==> src/rtl/fp_addsub_seq.sv <==
// fp_addsub_seq -- multi-cycle floating-point add/subtract unit with a
// start/done handshake, meant as a shared arithmetic slave.
//
// Operands are packed {sign, exp, frac}. Exponent 0 means zero, and any
// fraction bits are ignored. An all-ones exponent is treated as an ordinary
// exponent; there is no NaN/Inf decode. Exponents are aligned with one
// right shift per cycle. The magnitudes are then added or subtracted,
// normalised with one shift per cycle, and repacked.
//
// Optional feature macro: ROUND_NEAREST_EN
//   defined   : guard/round/sticky bits are carried and PACK rounds to
//               nearest, ties to even
//   undefined : one extension bit is carried and PACK truncates toward zero
//
// Parameters: EXP_W exponent width (bias 2^(EXP_W-1)-1), FRAC_W stored fraction width
// Ports:
//   clk       clock, rising edge
//   rst       synchronous reset, active high
//   start     request, sampled only in IDLE
//   op        0 = a+b, 1 = a-b
//   a, b      packed operands
//   busy      high from the cycle after accept until done
//   done      one-cycle pulse, result valid
//   result    packed result, held until overwritten by the next operation
//   overflow  result saturated to infinity (held with result)
//   underflow result flushed to zero (held with result)
//
// state | meaning
// IDLE  | waiting for start
// ALIGN | shift the smaller-exponent mantissa right until the exponents match
// ADD   | signed-magnitude add/subtract
// NORM  | one normalising shift per cycle, plus the zero/overflow/underflow exits
// PACK  | round (if enabled) and write the packed result
// DONE  | done pulse
module fp_addsub_seq #(
    parameter int EXP_W  = 8,
    parameter int FRAC_W = 23
) (
    input  logic                  clk,
    input  logic                  rst,
    input  logic                  start,
    input  logic                  op,
    input  logic [EXP_W+FRAC_W:0] a,
    input  logic [EXP_W+FRAC_W:0] b,
    output logic                  busy,
    output logic                  done,
    output logic [EXP_W+FRAC_W:0] result,
    output logic                  overflow,
    output logic                  underflow
);
`ifdef ROUND_NEAREST_EN
    localparam int XB = 3;
`else
    localparam int XB = 1;
`endif
    localparam int W  = 1 + EXP_W + FRAC_W;
    // Mantissa layout: carry | hidden | fraction | extension bits
    localparam int MW = 2 + FRAC_W + XB;

    localparam logic [EXP_W-1:0] E_MAX    = '1;
    localparam logic [EXP_W-1:0] E_MAX_M1 = E_MAX - 1'b1;
    localparam logic [EXP_W-1:0] E_ONE    = EXP_W'(1);
    localparam logic [EXP_W-1:0] FAR_LIM  = EXP_W'(FRAC_W + 3);

    typedef enum logic [2:0] {
        S_IDLE, S_ALIGN, S_ADD, S_NORM, S_PACK, S_DONE
    } state_t;

    state_t state, state_nxt;

    logic             sa, sb, sr;
    logic [EXP_W-1:0] ea, eb, er, er_inc;
    logic [MW-1:0]    ma, mb, mr;

    // One-bit right shift. With rounding enabled, bit 0 is sticky and
    // collects every 1 that is shifted out.
    function automatic logic [MW-1:0] shr1(input logic [MW-1:0] m);
`ifdef ROUND_NEAREST_EN
        return {1'b0, m[MW-1:2], m[1] | m[0]};
`else
        return {1'b0, m[MW-1:1]};
`endif
    endfunction

    // Early-exit alignment: the smaller operand disappears entirely.
    function automatic logic [MW-1:0] far_drop(input logic [MW-1:0] m);
`ifdef ROUND_NEAREST_EN
        return {{(MW-1){1'b0}}, |m};
`else
        return (m == '0) ? '0 : '0;
`endif
    endfunction

    logic [EXP_W-1:0] e_diff;
    logic             a_lt_b, b_lt_a, far;

    assign a_lt_b = ea < eb;
    assign b_lt_a = eb < ea;
    assign e_diff = a_lt_b ? (eb - ea) : (ea - eb);
    assign far    = e_diff > FAR_LIM;
    assign er_inc = er + 1'b1;

    // Rounded {carry, hidden, fraction}.
    logic              round_up;
    logic [FRAC_W+1:0] rnd_m;

`ifdef ROUND_NEAREST_EN
    assign round_up = mr[2] & (mr[1] | mr[0] | mr[3]);
`else
    assign round_up = 1'b0;
`endif
    assign rnd_m = {1'b0, mr[MW-2 -: FRAC_W+1]} + (FRAC_W+2)'(round_up);

    always_ff @(posedge clk) begin
        if (rst) state <= S_IDLE;
        else     state <= state_nxt;
    end

    always_comb begin
        state_nxt = state;
        busy      = 1'b0;
        done      = 1'b0;
        case (state)
            S_IDLE:  if (start) state_nxt = S_ALIGN;
            S_ALIGN: begin
                busy = 1'b1;
                if (ea == eb) state_nxt = S_ADD;
            end
            S_ADD: begin
                busy      = 1'b1;
                state_nxt = S_NORM;
            end
            S_NORM: begin
                busy = 1'b1;
                if (mr == '0)            state_nxt = S_DONE;
                else if (mr[MW-1])       begin if (er >= E_MAX_M1) state_nxt = S_DONE; end
                else if (!mr[MW-2])      begin if (er <= E_ONE) state_nxt = S_DONE; end
                else                     state_nxt = S_PACK;
            end
            S_PACK: begin
                busy      = 1'b1;
                state_nxt = S_DONE;
            end
            S_DONE: begin
                done      = 1'b1;
                state_nxt = S_IDLE;
            end
            default: state_nxt = S_IDLE;
        endcase
    end

    always_ff @(posedge clk) begin
        if (rst) begin
            sa <= 1'b0; sb <= 1'b0; sr <= 1'b0;
            ea <= '0;   eb <= '0;   er <= '0;
            ma <= '0;   mb <= '0;   mr <= '0;
            result    <= '0;
            overflow  <= 1'b0;
            underflow <= 1'b0;
        end else begin
            case (state)
                S_IDLE: if (start) begin
                    sa <= a[W-1];
                    sb <= b[W-1] ^ op;
                    ea <= a[W-2 -: EXP_W];
                    eb <= b[W-2 -: EXP_W];
                    ma <= (a[W-2 -: EXP_W] == '0) ? '0 : {2'b01, a[FRAC_W-1:0], {XB{1'b0}}};
                    mb <= (b[W-2 -: EXP_W] == '0) ? '0 : {2'b01, b[FRAC_W-1:0], {XB{1'b0}}};
                end
                S_ALIGN: begin
                    if (a_lt_b) begin
                        if (far) begin ma <= far_drop(ma); ea <= eb; end
                        else     begin ma <= shr1(ma);     ea <= ea + 1'b1; end
                    end else if (b_lt_a) begin
                        if (far) begin mb <= far_drop(mb); eb <= ea; end
                        else     begin mb <= shr1(mb);     eb <= eb + 1'b1; end
                    end
                end
                S_ADD: begin
                    er <= ea;
                    if (sa == sb)   begin mr <= ma + mb; sr <= sa;   end
                    else if (ma > mb) begin mr <= ma - mb; sr <= sa; end
                    else if (mb > ma) begin mr <= mb - ma; sr <= sb; end
                    else            begin mr <= '0;      sr <= 1'b0; end
                end
                S_NORM: begin
                    if (mr == '0) begin
                        // -0 survives only when both operands were negative
                        result    <= {sa & sb, {(W-1){1'b0}}};
                        overflow  <= 1'b0;
                        underflow <= 1'b0;
                    end else if (mr[MW-1]) begin
                        if (er >= E_MAX_M1) begin
                            result    <= {sr, E_MAX, {FRAC_W{1'b0}}};
                            overflow  <= 1'b1;
                            underflow <= 1'b0;
                        end else begin
                            mr <= shr1(mr);
                            er <= er_inc;
                        end
                    end else if (!mr[MW-2]) begin
                        if (er > E_ONE) begin
                            mr <= {mr[MW-2:0], 1'b0};
                            er <= er - 1'b1;
                        end else begin
                            result    <= '0;
                            overflow  <= 1'b0;
                            underflow <= 1'b1;
                        end
                    end
                end
                S_PACK: begin
                    underflow <= 1'b0;
                    if (rnd_m[FRAC_W+1]) begin
                        // rounding carried out: mantissa is now exactly 1.0
                        if (er >= E_MAX_M1) begin
                            result   <= {sr, E_MAX, {FRAC_W{1'b0}}};
                            overflow <= 1'b1;
                        end else begin
                            result   <= {sr, er_inc, {FRAC_W{1'b0}}};
                            overflow <= 1'b0;
                        end
                    end else begin
                        result   <= {sr, er, rnd_m[FRAC_W-1:0]};
                        overflow <= 1'b0;
                    end
                end
                default: ;
            endcase
        end
    end

endmodule

==> config.mk <==
export PLATFORM = sky130hd
export DESIGN_NAME = fp_addsub_seq
export DESIGN_NICKNAME = d
export VERILOG_FILES = /design/src/rtl/fp_addsub_seq.sv
export SDC_FILE = /design/constraint.sdc
export NUM_CORES = 1
export LEC_CHECK = 0
export ABC_AREA = 1
export ABC_CLOCK_PERIOD_IN_PS = 2500
export CELL_PAD_IN_SITES_DETAIL_PLACEMENT = 0
export CELL_PAD_IN_SITES_GLOBAL_PLACEMENT = 1
export CORE_MARGIN = 2
export CORE_UTILIZATION = 38
export DETAILED_ROUTE_END_ITERATION = 8
export PLACE_DENSITY_LB_ADDON = 0.12
export SLEW_MARGIN = 25
export SYNTH_ARGS = -nofsm -noshare
export SYNTH_HDL_FRONTEND = slang
export SYNTH_SLANG_ARGS = --single-unit
==> constraint.sdc <==
create_clock -name clk -period 2.5 [get_ports clk]
set_clock_uncertainty 0.2 [all_clocks]
set_input_delay 0.5 -clock clk [delete_from_list [all_inputs] [get_ports clk]]
set_output_delay 0.5 -clock clk [all_outputs]
set_load 0.01 [all_outputs]
==> results of run 1 <==
[sequential cells by signal, summed over array words and instances, names as in the netlist]
signal	flops
er	8
sr	1
mb	25
ma	25
sb	1
eb	8
mr	26
state	3
sa	1
ea	8
result	32
underflow	1
overflow	1
[cells by family (layout without fill, tap and decap cells)]
logic type	Yosys count	in the layout	share of synthesized area, %
buf+inv	399	890	12.25
xor+xnor	47	47	3.076
simple gates	1047	1047	33.51
flops	140	140	20.94
fa+ha+maj	103	103	9.910
compound gates	483	484	20.32
[layout make-up]
class | count | area [µm²]
fill | 3362 | 14170
multi-input combinational | 1681 | 10420
timing repair buffer | 557 | 4825
sequential | 140 | 2851
inverter | 299 | 1140
tap | 455 | 569.3
clock buffer | 18 | 439.2
clock inverter | 14 | 193.9
timing repair inverter | 2 | 23.77
[worst paths after layout]
path / from / endpoint / slack (ps) / cells past startpoint
worst max-delay path: ea[0] / mb[5] / -260 / 18
worst min-delay path: result[9] / result[9] / 260 / 2
worst max register to register: ea[0] / mb[5] / -260 / 18
worst min register to register: result[9] / result[9] / 260 / 2
[worst max-delay path, stage by stage, from the launching register on]
cell and delay [ps]:
sky130_fd_sc_hd__dfxtp_4 370, sky130_fd_sc_hd__inv_4 40, sky130_fd_sc_hd__ha_4 150, sky130_fd_sc_hd__inv_2 50, sky130_fd_sc_hd__fa_2 210, sky130_fd_sc_hd__inv_2 50, sky130_fd_sc_hd__o21ai_4 200, sky130_fd_sc_hd__nand2_2 110
sky130_fd_sc_hd__nand2_4 140, sky130_fd_sc_hd__nand2_2 80, sky130_fd_sc_hd__nand3_1 100, sky130_fd_sc_hd__nand2_2 90, sky130_fd_sc_hd__nor2_8 130, sky130_fd_sc_hd__nand3_4 80, sky130_fd_sc_hd__nor2_4 100, sky130_fd_sc_hd__buf_12 180
sky130_fd_sc_hd__buf_16 160, sky130_fd_sc_hd__nand3_1 100, sky130_fd_sc_hd__a21oi_2 120
[routing by layer]
metal	share of wire, %	up-vias	global-route usage [%]	wire (µm)
li1	-	8160	-	-
met3	5.9	87	5.098	3432
met2	44	501	48.94	25520
met5	0	-	0	0
met1	48	7791	44.56	27830
met4	2.9	0	9.882	1679
[timing repair]
| item | CTS | global route |
|---|---|---|
| pin swaps | 48 | 32 |
| endpoints found under the hold margin | 0 | 0 |
| gates cloned | 5 | 5 |
| setup endpoints to repair | 93 | 117 |
| buffers inserted | 25 | 12 |
| resized for setup | 246 | 170 |
[placed cells by master (no fill, tap or decap), types with 26 or more instances in the layout]
cell	count
sky130_fd_sc_hd__dfxtp_2	36
sky130_fd_sc_hd__a21oi_2	80
sky130_fd_sc_hd__a21oi_1	166
sky130_fd_sc_hd__inv_1	273
sky130_fd_sc_hd__xor2_1	42
sky130_fd_sc_hd__nor2_1	108
sky130_fd_sc_hd__nand3_1	123
sky130_fd_sc_hd__ha_1	68
sky130_fd_sc_hd__nand2_2	84
sky130_fd_sc_hd__clkdlybuf4s50_1	100
sky130_fd_sc_hd__nand4_1	47
sky130_fd_sc_hd__nand2_1	546
sky130_fd_sc_hd__o22ai_1	26
sky130_fd_sc_hd__dfxtp_1	103
sky130_fd_sc_hd__nand3_2	27
sky130_fd_sc_hd__buf_4	415
sky130_fd_sc_hd__o21ai_0	123
sky130_fd_sc_hd__ha_4	29
[through the flow]
| step | hold WS (ps) | std cells | TNS, ps | setup WS [ps] | cell area (µm²) |
|---|---|---|---|---|---|
| 2_1_floorplan | 241.0 | 2219 | -4506 | -143.6 | 13430 |
| 3_3_place_gp | 248.6 | 3090 | -23630 | -412.1 | 17780 |
| 3_5_place_dp | 253.6 | 3090 | -25210 | -403.2 | 17780 |
| 4_1_cts | 262.2 | 3152 | -14720 | -271.2 | 19700 |
| 5_1_grt | 272.5 | 3166 | -28730 | -428.4 | 20460 |
| 6_report | 262.3 | 3166 | -14410 | -264.9 | 20460 |
==> results.md, run 1 <==
* Site row count at 68
* Fraction of the yosys area taken by sequential cells at 20.94%
* Fmax at 0.3617 GHz
* Number of hold-slack violations in the final timing report at 0
* Avg Inst Size Synth at 6.031 µm²
* Number of cells produced by synthesis at between 2k and 2.5k
* Unique masters post-synth at 54
* Share of Yosys cell area claimed by the top area cell type at 20.94%
* Max H-tree Level at 4
* Violations in the final reports: setup timing
* Setup slack after layout at -264.9 ps
* Placeable core region at 34630 µm²
* Global-route wire length before repair at ~89 mm
* Endpoint arrival time on the critical path at 2950 ps
* Count of nets left with antenna violations after detail routing at 0
* Synth warnings at 0
* Total I/O pin count at 104
* DIE WIDTH at 191.7 µm
* Number of max-capacitance violations reported at 0
* Syn_nets at around 2.4k
* Via count at 16.54k
* Most frequent cells after synthesis: 626 x sky130_fd_sc_hd__nand2_1, 292 x sky130_fd_sc_hd__inv_1, 229 x sky130_fd_sc_hd__a21oi_1
* Latest clock arrival within the worst-skew pair at 460 ps
* Count of flip-flops with a built-in enable after synthesis at 0
* Dominant register cell in the synthesized netlist: sky130_fd_sc_hd__dfxtp_1
* Minimum period implied by the final worst setup slack at approximately 2800 ps
* HPWL after DPL at about 45 mm
* Overall overflow remaining after global route at 0
* Initial antenna violation count at 0
* N_diodes at 0
* Wire length per cell after detailed routing at 18.46 µm
* Worst Hold Class: reg2reg
* Hold buffer count at cts at 0
* Pins over their slew limit at 0
* Routed vias/inst at about 5.2
* Final number of setup-violating endpoints at 88
* Overall die height at 191.7 µm
* Clk buf depth at 2
* Most repeated cell in the gate-level netlist after synthesis: sky130_fd_sc_hd__nand2_1
* Number of buffers added on ports at ~100
* Synthesis-to-finish area growth at 52.87%
* Initial Util at 38.65%
* Outcome: complete, but fails checks
* Endpoint type of the worst setup path: register
* Vias in the first global route at 15.62k
* TritonCTS clock tree: built
* Category of the most critical setup path: reg2reg
* Period Utilization, post-route at 110.6%
* Worst slew margin relative to its limit at roughly half
* Finished Core Util at 59.08%
* Crit-path max FO at 7
* CP startpoint kind: register
* Total standard cell area after synthesis at 13380 µm²
* Fraction of layout instances using a drive strength above 1 at 32.61%
* Overall die area at between 30000 and 40000 µm²
* Starting DRT DRC Count at 1311
* Total routing usage reported by global routing at 31.58%
* #FFs+latches synth at 140
* Total Wirelength at 58.45 mm
* GPL Wtd Cong at 1.007
* Number of detailed-route iterations in the first pass at 6
* Final layout net count at 2869
* DRC Markers at 0
* Required @ worst endpoint at 2680 ps
* Maximum number of pins on one net before global-route repair at 50
* Setup repair after global routing missed its margin: true
* Biggest area contributors in the synthesized netlist: sky130_fd_sc_hd__dfxtp_1 21%, sky130_fd_sc_hd__nand2_1 18%, sky130_fd_sc_hd__ha_1 9.2%, sky130_fd_sc_hd__a21oi_1 8.6%, sky130_fd_sc_hd__inv_1 8.2%
* Cell at the root of the clock tree: sky130_fd_sc_hd__clkbuf_16
* Clock input transition at the sequential cells of the worst setup and hold paths at 70 ps
* Slew at the pin with the worst max-slew slack at roughly 730 ps
* Clock sink count at 140
* Cell taking the most area after synthesis: sky130_fd_sc_hd__dfxtp_1
* Share of flip-flops with an asynchronous set or reset after synthesis at 0%
* CTS buffer count at 17
Power of run 1 is left out: the tool's default activity adds up to more than one toggle a clock period on the data nets, which glitch-free logic cannot reach.
==> run 2: changes to the inputs <==
--- a/config.mk
+++ b/config.mk
@@ -13,6 +13,7 @@
 export CORE_UTILIZATION = 38
 export DETAILED_ROUTE_END_ITERATION = 8
 export PLACE_DENSITY_LB_ADDON = 0.12
+export REMOVE_ABC_BUFFERS = 1
 export SLEW_MARGIN = 25
 export SYNTH_ARGS = -nofsm -noshare
 export SYNTH_HDL_FRONTEND = slang
==> results.md, run 2 (synthesis gave the netlist of run 1 again) <==
* Cell family contributing the most delay on the critical path: simple AND/OR/NAND/NOR gates
* Violations in the final reports: setup timing
* Overall overflow remaining after global route at 0 (unchanged)
* Number of max-capacitance violations reported at 0 (unchanged)
* GR Layer Usage met2 at 44.21% (-4.7 points)
* Setup slack after layout at -336.6 ps (-71.78 ps)
* Fmax at 0.3525 GHz (-2.5%)
* DIE WIDTH at 191.7 µm (unchanged)
* Leading cell type in the layout, fill and taps excluded: sky130_fd_sc_hd__nand2_1
* Minimum period implied by the final worst setup slack at 2837 ps (+71.78 ps)
* N_diodes at 0 (unchanged)
* Worst slew margin relative to its limit at 37.66% (-14 points)
* Starting DRT DRC Count at 1205 (-8.1%)
* CTS buffer count at 17 (unchanged)
* Total I/O pin count at 104 (unchanged)
* Registers with the most flip-flops: result x32, mr x26
* Routing usage on met1 at 42.87% (-1.7 points)
* Busiest metal layer after global routing: met2
* Leading cell types in the layout, fill and taps excluded: 600 x sky130_fd_sc_hd__nand2_1, 355 x sky130_fd_sc_hd__buf_4, 280 x sky130_fd_sc_hd__inv_1
* Slowest stage cell, crit path: sky130_fd_sc_hd__dfxtp_4
* Number of hold-slack violations in the final timing report at 0 (unchanged)
* Final number of setup-violating endpoints at 90 (+2.3%)
* Site row count at 68 (unchanged)
* Required @ worst endpoint at 2690 ps (about the same)
* Count of cells along the worst hold path at 2 (unchanged)
* Category of the most critical setup path: reg2reg
* Global routing usage on met3 at 4.422% (-0.68 points)
* Outcome: complete, but fails checks
* Latest clock arrival within the worst-skew pair at 450 ps (about the same)
* Worst-case hold slack at 257.6 ps (-4.652 ps)
* Period Utilization, post-route at 113.5% (+2.9 points)
* Worst setup timing slack at the placement stage at -438.4 ps (-35.17 ps)
* Initial Util at 38.65% (unchanged)
* Slew at the pin with the worst max-slew slack at 911.5 ps (+184.4 ps)
* Number of buffers added on ports at 103 (unchanged)
* Max H-tree Level at 4 (unchanged)
* Worst Path Buf+Inv at 6 (+1)
* Endpoint type of the worst setup path: register
* Endpoint arrival time on the critical path at 3030 ps (+80 ps)
* GPL Wtd Cong at 0.9775 (-2.9%)
* TritonCTS clock tree: built
* Overall die height at 191.7 µm (unchanged)
* Number of logic stages on the critical path including buffering at 18 (unchanged)
* Initial antenna violation count at 0 (unchanged)
* Setup repair after global routing missed its margin: true
* Fraction of layout instances using a drive strength above 1 at 25.08% (-7.5 points)
* Cell at the root of the clock tree: sky130_fd_sc_hd__clkbuf_16
* Clk buf depth at 2 (unchanged)
* Number of detailed-route iterations in the first pass at 6 (unchanged)
* Flip-flop count of the largest register, all copies and words added at 32 (unchanged)
* Setup Total Neg Slack at -17010 ps (-2601 ps)
* Clock sink count at 140 (unchanged)
* Wire length per cell after detailed routing at 17.34 µm (-6.1%)
* Placeable core region at 34630 µm² (unchanged)
* Clock input transition at the sequential cells of the worst setup and hold paths at 60 ps (about the same)
* Worst stage delay on the critical path at 370 ps (about the same)
* Synthesis-to-finish area growth at 43.36%
* Overall die area at 36740 µm² (unchanged)
* Hold buffer count at cts at 0 (unchanged)
* Total Wirelength at 53.79 mm (-8.0%)
* Pins over their slew limit at 0 (unchanged)
* Vias in the first global route at 14.92k (-4.5%)
* Maximum number of pins on one net before global-route repair at 92 (+84%)
* CP startpoint kind: register
* Worst Hold Class: reg2reg
* Critical path, cell by cell: inv_4, ha_4, inv_2, fa_2, inv_2, o21ai_4, a21oi_4, nand2_2, nand3b_1, nand2_4, nor2_8, nand3_4, nor2_4, buf_12, buf_12, clkbuf_16, nand2_2, a21oi_2
* Global-route wire length before repair at 83.11 mm (-6.2%)
* Via count at 16.03k (-3.1%)
* Final layout net count at 2806 (-2.2%)
* DRC Markers at 0 (unchanged)
* HPWL after DPL at 41.57 mm (-7.8%)
* Total routing usage reported by global routing at 29.42% (-2.2 points)
* Routed vias/inst at 5.166 (-1.1%)
* Crit-path max FO at 6 (-1)
* Length in cells of the worst reg-to-reg path at 18 (unchanged)
* Register with the most flip-flops: result
* Count of nets left with antenna violations after detail routing at 0 (unchanged)
==> run 2: worst reg2reg max path: cells and delay by family (launching register included) <==
kind / cells / cell delay [ps]
and+or+nand+nor: 7 / 660
buffers and inverters: 6 / 650
adders and majority gates: 2 / 480
AOI/OAI and AO/OA: 3 / 400
DFF: 1 / 370
==> run 2: what timing repair did <==
item                                    CTS  global route
gates cloned                              8             1
pin swaps                                23            14
resized for setup                       164            63
endpoints found under the setup margin   95           136
setup buffers                            20             3
==> run 2: stage by stage <==
stage                     instances  util, %  instance area [µm²]
after CTS                      3101    54.75                18960
final                          3103    55.41                19190
after global routing           3103    55.41                19190
after global placement         3042    50.04                17330
after detailed placement       3042    50.04                17330
after floorplan                2119        -                12870
==> run 2: path summary, 6_finish.rpt <==
check	slack, ps	startpoint	end
worst max-delay path	-340	ea[0]	ma[21]
worst min-delay path	260	result[16]	result[16]
worst min register to register	260	result[16]	result[16]
worst max register to register	-340	ea[0]	ma[21]
==> run 2: routing by layer <==
metal | vias up | wire length (µm)
li1 | 8022 | -
met1 | 7361 | 25870
met2 | 576 | 22520
met3 | 72 | 4004
met4 | 0 | 1392
met5 | - | 0
==> run 2: layout make-up <==
class / count / area [µm²]
sequential: 140 / 2829
clock buffer: 21 / 450.4
multi-input combinational: 1680 / 9672
tap: 455 / 569.3
timing repair buffer: 496 / 4360
timing repair inverter: 1 / 6.256
fill: 3520 / 15440
inverter: 299 / 1132
clock inverter: 11 / 166.4
Power of run 2 is left out for the same reason.
